File: src/rtl/fpu_rr_arbiter.sv
// fpu_rr_arbiter
//   Shares one multi-cycle FPU adder among NUM_REQ requesters with round-robin
//   arbitration. The grantee's operands are latched onto the FPU inputs and held
//   for FPU_LATENCY cycles. The FPU result and status are then captured and
//   returned tagged with the requester id.
//
// Ports
//   clock_100Khz  system clock
//   reset         synchronous, active-high reset
//   req_valid     per-requester request
//   req_ready     one-hot accept pulse, driven only in IDLE
//   req_op_a/b    packed operands, requester i at [32i+31:32i]
//   fpu_op_a/b    operands to the FPU, changed only at an accept edge
//   fpu_data      FPU result
//   fpu_status    FPU status
//   rsp_valid     response valid, held until rsp_ready
//   rsp_ready     response consumer ready
//   rsp_id        index of the requester that owns the response
//   rsp_data      captured result
//   rsp_status    captured status
//   busy          high whenever the arbiter is not IDLE
//
// Build option
//   FPU_ARB_ZERO_BYPASS_EN: an operation with a zero operand skips the FPU. It
//   answers two cycles after accept and leaves fpu_op_a/b untouched.

module fpu_rr_arbiter #(
   parameter int NUM_REQ     = 4,
   parameter int FPU_LATENCY = 10,
   parameter int STATUS_W    = 4
) (
   input  logic                         clock_100Khz,
   input  logic                         reset,
   input  logic [NUM_REQ-1:0]           req_valid,
   output logic [NUM_REQ-1:0]           req_ready,
   input  logic [32*NUM_REQ-1:0]        req_op_a,
   input  logic [32*NUM_REQ-1:0]        req_op_b,
   output logic [31:0]                  fpu_op_a,
   output logic [31:0]                  fpu_op_b,
   input  logic [31:0]                  fpu_data,
   input  logic [STATUS_W-1:0]          fpu_status,
   output logic                         rsp_valid,
   input  logic                         rsp_ready,
   output logic [$clog2(NUM_REQ)-1:0]   rsp_id,
   output logic [31:0]                  rsp_data,
   output logic [STATUS_W-1:0]          rsp_status,
   output logic                         busy
);

   localparam int ID_W = $clog2(NUM_REQ);

   typedef enum logic [1:0] {StIdle, StWait, StCapture, StRespond} state_e;

   state_e          state;
   logic [ID_W-1:0] rr_ptr;
   logic [ID_W-1:0] grant_id;
   logic [7:0]      cnt;

   logic            grant_found;
   logic [ID_W-1:0] grant_idx;
   logic [31:0]     sel_a;
   logic [31:0]     sel_b;

   // First asserted request at or above rr_ptr, wrapping at NUM_REQ.
   always_comb begin
      logic [ID_W:0] pos;
      grant_found = 1'b0;
      grant_idx   = '0;
      pos         = '0;
      for (int k = 0; k < NUM_REQ; k++) begin
         pos = {1'b0, rr_ptr} + (ID_W+1)'(k);
         if (pos >= (ID_W+1)'(NUM_REQ)) begin
            pos = pos - (ID_W+1)'(NUM_REQ);
         end
         if (!grant_found && req_valid[pos[ID_W-1:0]]) begin
            grant_found = 1'b1;
            grant_idx   = pos[ID_W-1:0];
         end
      end
   end

   always_comb begin
      sel_a = '0;
      sel_b = '0;
      for (int k = 0; k < NUM_REQ; k++) begin
         if (grant_idx == ID_W'(k)) begin
            sel_a = req_op_a[32*k +: 32];
            sel_b = req_op_b[32*k +: 32];
         end
      end
   end

   // The accept is gated by reset so that no handshake is seen while the
   // arbiter is being cleared.
   always_comb begin
      req_ready = '0;
      if (state == StIdle && grant_found && !reset) begin
         req_ready[grant_idx] = 1'b1;
      end
   end

   assign busy = (state != StIdle);

`ifdef FPU_ARB_ZERO_BYPASS_EN
   logic        byp_q;
   logic [31:0] byp_data;
   logic        a_zero;
   logic        b_zero;
   logic [31:0] byp_value;

   // Zero means exponent and mantissa both clear. The sign is ignored.
   assign a_zero = (sel_a[30:0] == 31'd0);
   assign b_zero = (sel_b[30:0] == 31'd0);

   always_comb begin
      if (a_zero && b_zero) begin
         byp_value = {sel_a[31] & sel_b[31], 31'd0};
      end else if (a_zero) begin
         byp_value = sel_b;
      end else begin
         byp_value = sel_a;
      end
   end
`endif

   always_ff @(posedge clock_100Khz) begin
      if (reset) begin
         state      <= StIdle;
         rr_ptr     <= '0;
         grant_id   <= '0;
         cnt        <= '0;
         fpu_op_a   <= '0;
         fpu_op_b   <= '0;
         rsp_valid  <= 1'b0;
         rsp_id     <= '0;
         rsp_data   <= '0;
         rsp_status <= '0;
`ifdef FPU_ARB_ZERO_BYPASS_EN
         byp_q      <= 1'b0;
         byp_data   <= '0;
`endif
      end else begin
         unique case (state)
            StIdle: begin
               if (grant_found) begin
                  grant_id <= grant_idx;
`ifdef FPU_ARB_ZERO_BYPASS_EN
                  if (a_zero || b_zero) begin
                     byp_q    <= 1'b1;
                     byp_data <= byp_value;
                     state    <= StCapture;
                  end else begin
                     byp_q    <= 1'b0;
                     fpu_op_a <= sel_a;
                     fpu_op_b <= sel_b;
                     cnt      <= 8'(FPU_LATENCY - 1);
                     state    <= StWait;
                  end
`else
                  fpu_op_a <= sel_a;
                  fpu_op_b <= sel_b;
                  cnt      <= 8'(FPU_LATENCY - 1);
                  state    <= StWait;
`endif
               end
            end
            StWait: begin
               if (cnt == 8'd0) begin
                  state <= StCapture;
               end else begin
                  cnt <= cnt - 8'd1;
               end
            end
            StCapture: begin
`ifdef FPU_ARB_ZERO_BYPASS_EN
               rsp_data   <= byp_q ? byp_data : fpu_data;
               rsp_status <= byp_q ? '0 : fpu_status;
`else
               rsp_data   <= fpu_data;
               rsp_status <= fpu_status;
`endif
               rsp_id    <= grant_id;
               rsp_valid <= 1'b1;
               rr_ptr    <= (grant_id == ID_W'(NUM_REQ - 1)) ? '0 : grant_id + ID_W'(1);
               state     <= StRespond;
            end
            StRespond: begin
               if (rsp_ready) begin
                  rsp_valid <= 1'b0;
                  state     <= StIdle;
               end
            end
            default: state <= StIdle;
         endcase
      end
   end

endmodule

File: config.mk
export PLATFORM = sky130hd
export DESIGN_NAME = fpu_rr_arbiter
export DESIGN_NICKNAME = d
export VERILOG_FILES = /design/src/rtl/fpu_rr_arbiter.sv
export SDC_FILE = /design/constraint.sdc
export NUM_CORES = 1
export LEC_CHECK = 0
export CORE_AREA = 2 2 156 158
export CTS_CLUSTER_DIAMETER = 40
export DETAILED_ROUTE_END_ITERATION = 8
export DIE_AREA = 0 0 158 160
export SETUP_SLACK_MARGIN = 0.05
export SLEW_MARGIN = 20
export SYNTH_ARGS = -nofsm -noshare
export SYNTH_HDL_FRONTEND = slang
export SYNTH_SLANG_ARGS = --single-unit
File: constraint.sdc
create_clock -name clock_100Khz -period 2.27 [get_ports clock_100Khz]
set_input_delay 0.454 -clock clock_100Khz [delete_from_list [all_inputs] [get_ports clock_100Khz]]
set_output_delay 0.454 -clock clock_100Khz [all_outputs]
set_load 0.1 [all_outputs]
[Word-level counts from Yosys, hierarchy flattened]
Index checks and enable logic that the tools add are counted.
Word-level totals
  input port bits: 299
  logic and storage cells: 101
  register bits: 117
  RAM bits: 0
  latch bits: 0
  memories: 0
  bits in read-only memories: 0
Operators by class
  mux-type cells: 41
  div/mod/pow operators: 0
  add/sub/neg operators: 9
  shifts and indexed selects: 0
  reductions and logical operators: 20
  multiply operators: 0
  bitwise operators: 0
  equality and inequality tests: 11
  $lt $le $gt $ge: 10
Operators by type and width (count)
  2-to-1 mux 32 bit: 8
  2-to-1 mux 2 bit: 12
  2-to-1 mux 8 bit: 2
  case mux 8 bit (2 select lines): 1
  < comparator 2 x 3 -> 1 bit, second input constant: 5
  equality test 2 bit, second input constant: 5
  2-to-1 mux 1 bit: 10
  >= comparator 3 bit, second input constant: 3
  binary-select mux 1 bit (select 2 bit): 4
  logical NOT 8 bit: 1
  inequality test 2 bit, second input constant: 4
  case mux 2 bit (4 select lines): 1
  subtractor 2 x 1 -> 2 bit, second input constant: 4
  subtractor 8 x 1 -> 8 bit, second input constant: 1
  adder 2 x 2 -> 3 bit, second input constant: 2
  logical AND 1 bit: 6
  AND reduction 3 bit: 2
  nonzero test 2 bit: 3
  equality test 2 x 1 -> 1 bit, second input constant: 2
  logical NOT 1 bit: 4
  logical NOT 2 bit: 2
  2-to-1 mux 4 bit: 1
  AND reduction 2 bit: 2
  adder 2 x 1 -> 3 bit, second input constant: 1
  5 further kinds: 5

[Depth between registers and ports, before layout]
Gate-level depths: netlist of the first run.
  word-level depth: 19
  depth in mapped cells: 7
  mapped depth without buffers: 6

[Least setup slack after synthesis of the first run]
Ideal clock, no wire load.
  path kind: input-to-output
  start point: in req_valid[3]
  end point: out req_ready[0]
  data required time: 1.816 ns
  data arrival time: 3.510 ns
  cell stages on the path: 6
  path slack: -1.694 ns
  path buffers: 3
  cells stage by stage: buf_4 > and4b_1 > a211o_1 > buf_2 > buf_2 > nor3b_1
On the way
  longest elaborated chain between the ends: 17
  elaborated cells between the ends (all ways): 30
  those cells by class: 2 x order compare; 19 x mux; 9 x reduce/logical
Ends and longest elaborated chain
  start: declaration: RTL line 34  | input logic [NUM_REQ-1:0] req_valid,
  binary-select mux 1 bit (select 2 bit): RTL line 75  | if (!grant_found && req_valid[pos[ID_W-1:0]]) begin
  2-to-1 mux 1 bit (implied by the code): RTL line 75
  2-to-1 mux 1 bit: RTL line 75
  logical NOT 1 bit: RTL line 75
  logical AND 1 bit: RTL line 75
  2-to-1 mux 1 bit: RTL line 75
  logical NOT 1 bit: RTL line 75
  logical AND 1 bit: RTL line 75
  2-to-1 mux 1 bit: RTL line 75
  logical NOT 1 bit: RTL line 75
  logical AND 1 bit: RTL line 75
  2-to-1 mux 2 bit: RTL line 75
  < comparator 2 x 3 -> 1 bit (implied by the code) or >= comparator 2 x 1 -> 1 bit (tied branches): RTL line 98  | req_ready[grant_idx] = 1'b1;
  logical AND 1 bit (implied by the code): RTL line 98
  2-to-1 mux 1 bit (implied by the code): RTL line 98
  demux 1 bit (select 2 bit): RTL line 98
  2-to-1 mux 4 bit (*): RTL line 97  | if (state == StIdle && grant_found && !reset) begin
  end: declaration: RTL line 35  | output logic [NUM_REQ-1:0] req_ready,
Mark *: on every way between the ends. The rest lies on a longest branch, timed or not. The select of a mux whose other input is x is not followed.

[Worst setup path in the final report of the first run]
  start point: in req_valid[2]
  end point: out req_ready[2]
Same word-level chain as after synthesis.

==> impl_metrics.py, run 1 <==
metrics = {
    "critical_path": {
        "cp-startpoint": "req_valid[2]",
        "ff2ff_setup_slack_ns": 0.41,
        "critPathCaptureType": "output port",
        "r2r_start": "state[0]$_SDFFE_PP0P_",
        "required_ns": 1.82,
        "critical_path_class": "input port to output port",
        "arrival_ns": 1.72,
        "worstSetupEndpoint": "req_ready[2]",
        "reg2regPathDepth": 8,
        "crit_path_start_kind": "input port",
        "reg2reg_to": "grant_id[0]$_SDFFE_PP0N_",
        "crit_fanout": 6,
    },
    "clocking": {
        "path_clk_slew_ns": 0.06,
        "insertion_delay_ns": 0.41,
        "cts_tree": "done",
        "cts_buffers": 17,
        "postCtsHoldBufs": 0,
        "clockBufferDepth": 2,
        "htree_num_levels": 4,
        "cts.sinks": 117,
        "cts-root-buf": "clkbuf_16",
    },
    "finish": {
        "fin_cells": 1514,
        "nets": 1483,
        "layout_commonest_cell": "clkdlybuf4s50_1",
        "areaGrowthSynthToFinish_pct": 82.29,
        "layout_common_cells": "293 x clkdlybuf4s50_1, 149 x buf_4, 115 x dfxtp_1, 73 x a21oi_1, 70 x o21ai_0",
        "drive_above_1_share": 0.1926,
        "fillers": 2369,
    },
    "logic_synthesis": {
        "ys_warn_count": 0,
        "syn_area_um2": 6394,
        "synth_edf_count": 0,
        "synth_seq_area_share": 0.3663,
        "synth_nets": 1084,
        "postSynth.asyncResetShare": 0,
        "synth_ff_type": "dfxtp_1",
        "synth.distinct_cells": 43,
        "ys_ff_latch": 117,
        "avgSynthCellArea_um2": 8.229,
        "syn_inst": 777,
    },
    "routing": {
        "route.detailed.drc": 0,
        "drt-met1-wl_um": 11620,
        "drtPass1Iterations": 4,
        "met2_length_um": 13770,
        "drtIter0Drc": 484,
        "wire_per_inst_um": 18.76,
        "dr_wl_met3_um": 2298,
        "routed_wl_um": 28400,
        "antenna_left": 0,
        "via_per_inst": 5.052,
        "routed.top_layer": "met4",
        "num_vias": 7648,
    },
    "timing": {
        "post-route-period-util": 0.9562,
        "relSlewSlack": 0.6935,
        "fmax_mhz": 460.7,
        "hold_viol": 0,
        "skew_ns": 0.01488,
        "rsz0062_at_grt": "false",
        "worst_slack_ns": 0.09948,
        "worst_pin_slew_ns": 0.4597,
        "slew_violations": 0,
        "setup_violations": 0,
        "fin_crit_ns": 2.171,
    },
    "die": {
        "die_width_um": 158,
        "die_h_um": 160,
        "io_pins": 407,
        "core_area_um2": 23820,
        "start_util": 0.2684,
        "row_count": 57,
        "die_area_um2": 25280,
    },
    "placed_design": {
        "port_buffers": 406,
        "gp_congestion": 0.8589,
        "place_ws_ns": -0.1740,
        "post-dp-hpwl_um": 21090,
        "dp_cells": 1477,
    },
    "power_and_ir_drop": {
        "max-vdd-ir-drop_uv": 667.8,
        "p_leak_uw": 0.004718,
        "power.density_nw_per_um2": 1331,
    },
    "job": {
        "drv_cap": 0,
    },
    "hold_path": {
        "hp-class": "input port to flop",
    },
    "global_route": {
        "antenna_found_initial": 1,
        "grt_pass1_wl_um": 42470,
        "grt_max_degree": 59,
        "grt.total_usage": 0.2160,
        "grt_remaining_overflow": 0,
        "grt_pass1_vias": 7683,
    },
    "outcome": {
        "status": "finished clean",
    },
}
-- report_power, final --
group | internal, uW | leakage, uW | switching, uW
Sequential | 2700 | 0.000965 | 378
Clock | 1800 | 0.000301 | 1060
Combinational | 2880 | 0.00345 | 6690
Total | 7380 | 0.00472 | 8130
-- registers in the layout, summed over array words and instances (netlist names) --
name,cells
grant_id,2
fpu_op_a,32
rsp_data,32
rr_ptr,2
rsp_status,4
rsp_valid,1
state,2
rsp_id,2
cnt,8
fpu_op_b,32
-- cells by family after synthesis --
kind of cell	share of synthesized area
simple gates	0.1327
fa+ha+maj	0.01566
buf+inv	0.06477
flops	0.3663
mux	0.06575
compound gates	0.3548
-- cells in the mapped netlist, types with 2 or more instances --
cell type / count / share of area
or2_2: 2 / 0.0020
o21bai_1: 65 / 0.076
a21boi_0: 2 / 0.0023
or3_1: 5 / 0.0049
o21ai_0: 70 / 0.055
nor4_1: 4 / 0.0039
buf_4: 3 / 0.0035
a22oi_1: 65 / 0.076
nand2b_1: 3 / 0.0029
nor2b_1: 2 / 0.0020
nand2_1: 7 / 0.0041
ha_1: 8 / 0.016
inv_1: 9 / 0.0053
nor2_1: 49 / 0.029
a21oi_1: 74 / 0.058
a31oi_1: 65 / 0.064
o21a_1: 3 / 0.0035
mux2i_1: 42 / 0.066
buf_2: 28 / 0.022
or4_1: 6 / 0.0070
nor3_1: 3 / 0.0023
o211a_1: 2 / 0.0031
clkbuf_1: 49 / 0.029
buf_1: 6 / 0.0035
o31ai_1: 3 / 0.0035
and3_1: 65 / 0.064
nor3b_1: 5 / 0.0059
dfxtp_1: 117 / 0.37
-- final cells by class --
cell class / count / area (um^2) / share of cell area
well taps: 324 / 405.4 / 0.03478
clock inverters: 13 / 171.4 / 0.01471
clock buffers: 19 / 452.9 / 0.03886
inverters: 9 / 33.78 / 0.002899
diodes: 1 / 2.502 / 0.0002147
flip-flops and latches: 117 / 2347 / 0.2014
multi-input cells: 564 / 3760 / 0.3226
repair buffers: 467 / 4482 / 0.3845
-- worst max-delay path, cell delays in order --
cell and delay (ns):
dlygate4sd2_1 0.25, or4_4 0.57, nand2_4 0.09, buf_12 0.13, nor3_4 0.05, buf_12 0.17
-- metrics by stage --
stage	power (uW)	hold WS [ns]	instance area [um^2]	utilization	TNS, ns
6_report	15510	0.3998	11650	0.4893	0
2_1_floorplan	9776	0.4513	6505	-	-0.5704
3_3_place_gp	12570	0.4677	10970	0.4606	-2.619
4_1_cts	15620	0.3930	11640	0.4887	0
3_5_place_dp	12620	0.4807	10970	0.4606	-4.641
5_1_grt	16280	0.4034	11650	0.4893	0
-- worst min path at each step --
| stage | start | to | slack (ns) | cells after the start |
|---|---|---|---|---|
| 2_1_floorplan | cnt[7]$_SDFFE_PP0P_ | cnt[7]$_SDFFE_PP0P_ | 0.45 | 2 |
| 3_3_place_gp | cnt[7]$_SDFFE_PP0P_ | cnt[7]$_SDFFE_PP0P_ | 0.47 | 2 |
| 3_5_place_dp | cnt[7]$_SDFFE_PP0P_ | cnt[7]$_SDFFE_PP0P_ | 0.48 | 2 |
| 4_1_cts | reset | rsp_valid$_SDFFE_PP0P_ | 0.39 | 2 |
| 5_1_grt | reset | rsp_id[0]$_SDFFE_PP0P_ | 0.40 | 2 |
| 6_report | reset | rsp_id[0]$_SDFFE_PP0P_ | 0.40 | 2 |
-- timing repair --
item / CTS / global route
endpoints found under the setup margin: 4 / 4
setup buffers: 3 / 1
pin swaps: 5 / 3
resized for setup: 10 / 6
-- metal layers --
metal / vias to the layer above / global-route usage
met5: - / 0
met4: 0 / 0.07699
met3: 39 / 0.05916
met2: 338 / 0.3719
met1: 3555 / 0.2557
li1: 3716 / -
(Power assumes the default switching activity.)
==> run 2: changes to the inputs <==
CORE_AREA = 2 2 159 161   (was 2 2 156 158)
DIE_AREA = 0 0 161 163   (was 0 0 158 160)
clock period = 2.5 ns   (was 2.27 ns; I/O delays follow)
==> run 2 against run 1 <==
Against the previous run:
- first-iteration DRC count down 10%
- sequential share of layout area rose by 0.30 points
- critical path type unchanged
- global-route usage down 0.89 points
- register-to-register slack improved by 0.13 ns
==> impl_metrics.py, run 2 (same netlist as run 1, synthesis figures left out) <==
metrics = {
    "outcome": {
        "status": "finished clean",
    },
    "timing": {
        "slew_violations": 0,
        "skew_ns": 0.009819,
        "post-route-period-util": 0.9144,
        "fmax_mhz": 437.5,
        "tns_ns": 0,
        "hold_viol": 0,
        "worst_pin_slew_ns": 0.5063,
        "fin_crit_ns": 2.286,
        "setup_violations": 0,
        "relSlewSlack": 0.6625,
        "rsz0062_at_grt": "false",
    },
    "routing": {
        "num_vias": 7665,
        "route.detailed.drc": 0,
        "wire_per_inst_um": 19.08,
        "routed_wl_um": 28610,
        "via_per_inst": 5.113,
        "antenna_left": 0,
        "drtIter0Drc": 435,
        "drtPass1Iterations": 5,
    },
    "power_and_ir_drop": {
        "combPwrFrac": 0.604,
        "intPower_uw": 6685,
        "power.density_nw_per_um2": 1224,
        "p_leak_uw": 0.004612,
        "max-vdd-ir-drop_uv": 560.5,
        "switching_power_uw": 7351,
        "total_power_uw": 14040,
        "clkPwrFrac": 0.196,
        "switching_share": 0.5237,
        "p_seq_frac": 0.200,
    },
    "die": {
        "die_area_um2": 26240,
        "die_h_um": 163,
        "core_area_um2": 24670,
        "start_util": 0.2591,
        "row_count": 58,
        "io_pins": 407,
        "die_width_um": 161,
    },
    "critical_path": {
        "crit_path_start_kind": "input port",
        "critPathCaptureType": "output port",
        "crit_fanout": 9,
        "required_ns": 2.00,
        "critical_path_class": "input port to output port",
        "arrival_ns": 1.79,
    },
    "placed_design": {
        "port_buffers": 406,
        "post-dp-hpwl_um": 20640,
        "dp_cells": 1463,
        "gp_congestion": 0.8287,
    },
    "finish": {
        "nets": 1462,
        "fin_cells": 1499,
        "reg_top3": "fpu_op_a x32, fpu_op_b x32, rsp_data x32",
        "layout_common_cells": "293 x clkdlybuf4s50_1, 133 x buf_4, 116 x dfxtp_1, 73 x a21oi_1, 70 x o21ai_0",
        "drive_above_1_share": 0.1738,
        "areaGrowthSynthToFinish_pct": 79.35,
        "layout_commonest_cell": "clkdlybuf4s50_1",
    },
    "clocking": {
        "htree_num_levels": 4,
        "clockBufferDepth": 2,
        "cts_buffers": 17,
        "path_clk_slew_ns": 0.06,
        "cts-root-buf": "clkbuf_16",
        "insertion_delay_ns": 0.41,
        "postCtsHoldBufs": 0,
        "cts.sinks": 117,
        "cts_tree": "done",
    },
    "global_route": {
        "grt_remaining_overflow": 0,
        "grt_max_degree": 65,
        "grt_pass1_wl_um": 42480,
        "grt_pass1_vias": 7455,
        "antenna_found_initial": 1,
        "grt.total_usage": 0.2072,
    },
    "job": {
        "drv_cap": 0,
    },
    "hold_path": {
        "hp-class": "input port to flop",
    },
}
## run 2: cell count changes in the layout (fill, tap and decap cells not counted), moves of 2 or more
cell / change
buf_12: -5
inv_2: -2
buf_4: -16
clkbuf_8: -2
inv_1: +2
bufinv_16: +2
## run 2: what timing repair did
action,in CTS,in global routing
buffers inserted,2,0
resized for setup,5,3
cloned,1,0
endpoints found under the setup margin,4,4
pin swaps,5,0
## run 2: power groups by stage
stage / combinational (uW) / sequential (uW) / clock, uW
CTS: 8510 / 2810 / 2820
global placement: 8420 / 2820 / 0
finish: 8480 / 2810 / 2750
global route: 8950 / 2870 / 2910
floorplan: 2630 / 6250 / 0
detailed placement: 8470 / 2840 / 0
## run 2: metrics by stage
step / setup WS (ns) / cell area (um^2) / util / hold WS (ns)
2_1_floorplan: -0.04000 / 6505 / - / 0.4513
6_report: 0.2140 / 11470 / 0.4648 / 0.3982
4_1_cts: 0.05036 / 11460 / 0.4644 / 0.3851
5_1_grt: 0.1429 / 11470 / 0.4648 / 0.3956
3_5_place_dp: -0.03312 / 10770 / 0.4366 / 0.4730
3_3_place_gp: -0.04057 / 10770 / 0.4366 / 0.4703
## run 2: final timing paths
check / from / end / slack (ns) / depth (start not counted)
max: req_valid[0] / req_ready[3] / 0.21 / 7
min: reset / rsp_valid$_SDFFE_PP0P_ / 0.40 / 2
max reg2reg: state[0]$_SDFFE_PP0P_ / cnt[7]$_SDFFE_PP0P_ / 0.54 / 6
min reg2reg: grant_id[1]$_SDFFE_PP0N_ / grant_id[1]$_SDFFE_PP0N_ / 0.48 / 2
## run 2: layer usage
layer	vias to the layer above	global-route usage	wire length [um]	part of all wire
met5	-	0	0	0
met4	0	0.08523	816	0.029
met3	42	0.05322	2055	0.072
met2	351	0.3515	13800	0.48
met1	3593	0.2500	11930	0.42
li1	3679	-	-	-
## run 2: area by class of cell
| class | instances | area [um^2] |
|---|---|---|
| clock buffers | 18 | 429.2 |
| well taps | 330 | 412.9 |
| flip-flops and latches | 117 | 2344 |
| fillers | 2440 | 13210 |
| inverters | 9 | 33.78 |
| clock inverters | 14 | 224.0 |
| diodes | 1 | 2.502 |
| multi-input cells | 564 | 3759 |
| repair buffers | 446 | 4263 |
## run 2: critical path, stage by stage
cell           delay (ns)
dlygate4sd2_1        0.27
buf_4                0.17
nor2b_1              0.15
o21ai_4              0.20
nand3_2              0.11
nor3_4               0.18
buf_12               0.20
==> run 3: changes to the inputs <==
SLEW_MARGIN = default   (was 20)
==> results of run 3 <==
The final DEF is identical to that of run 2; final timing and power are the same.
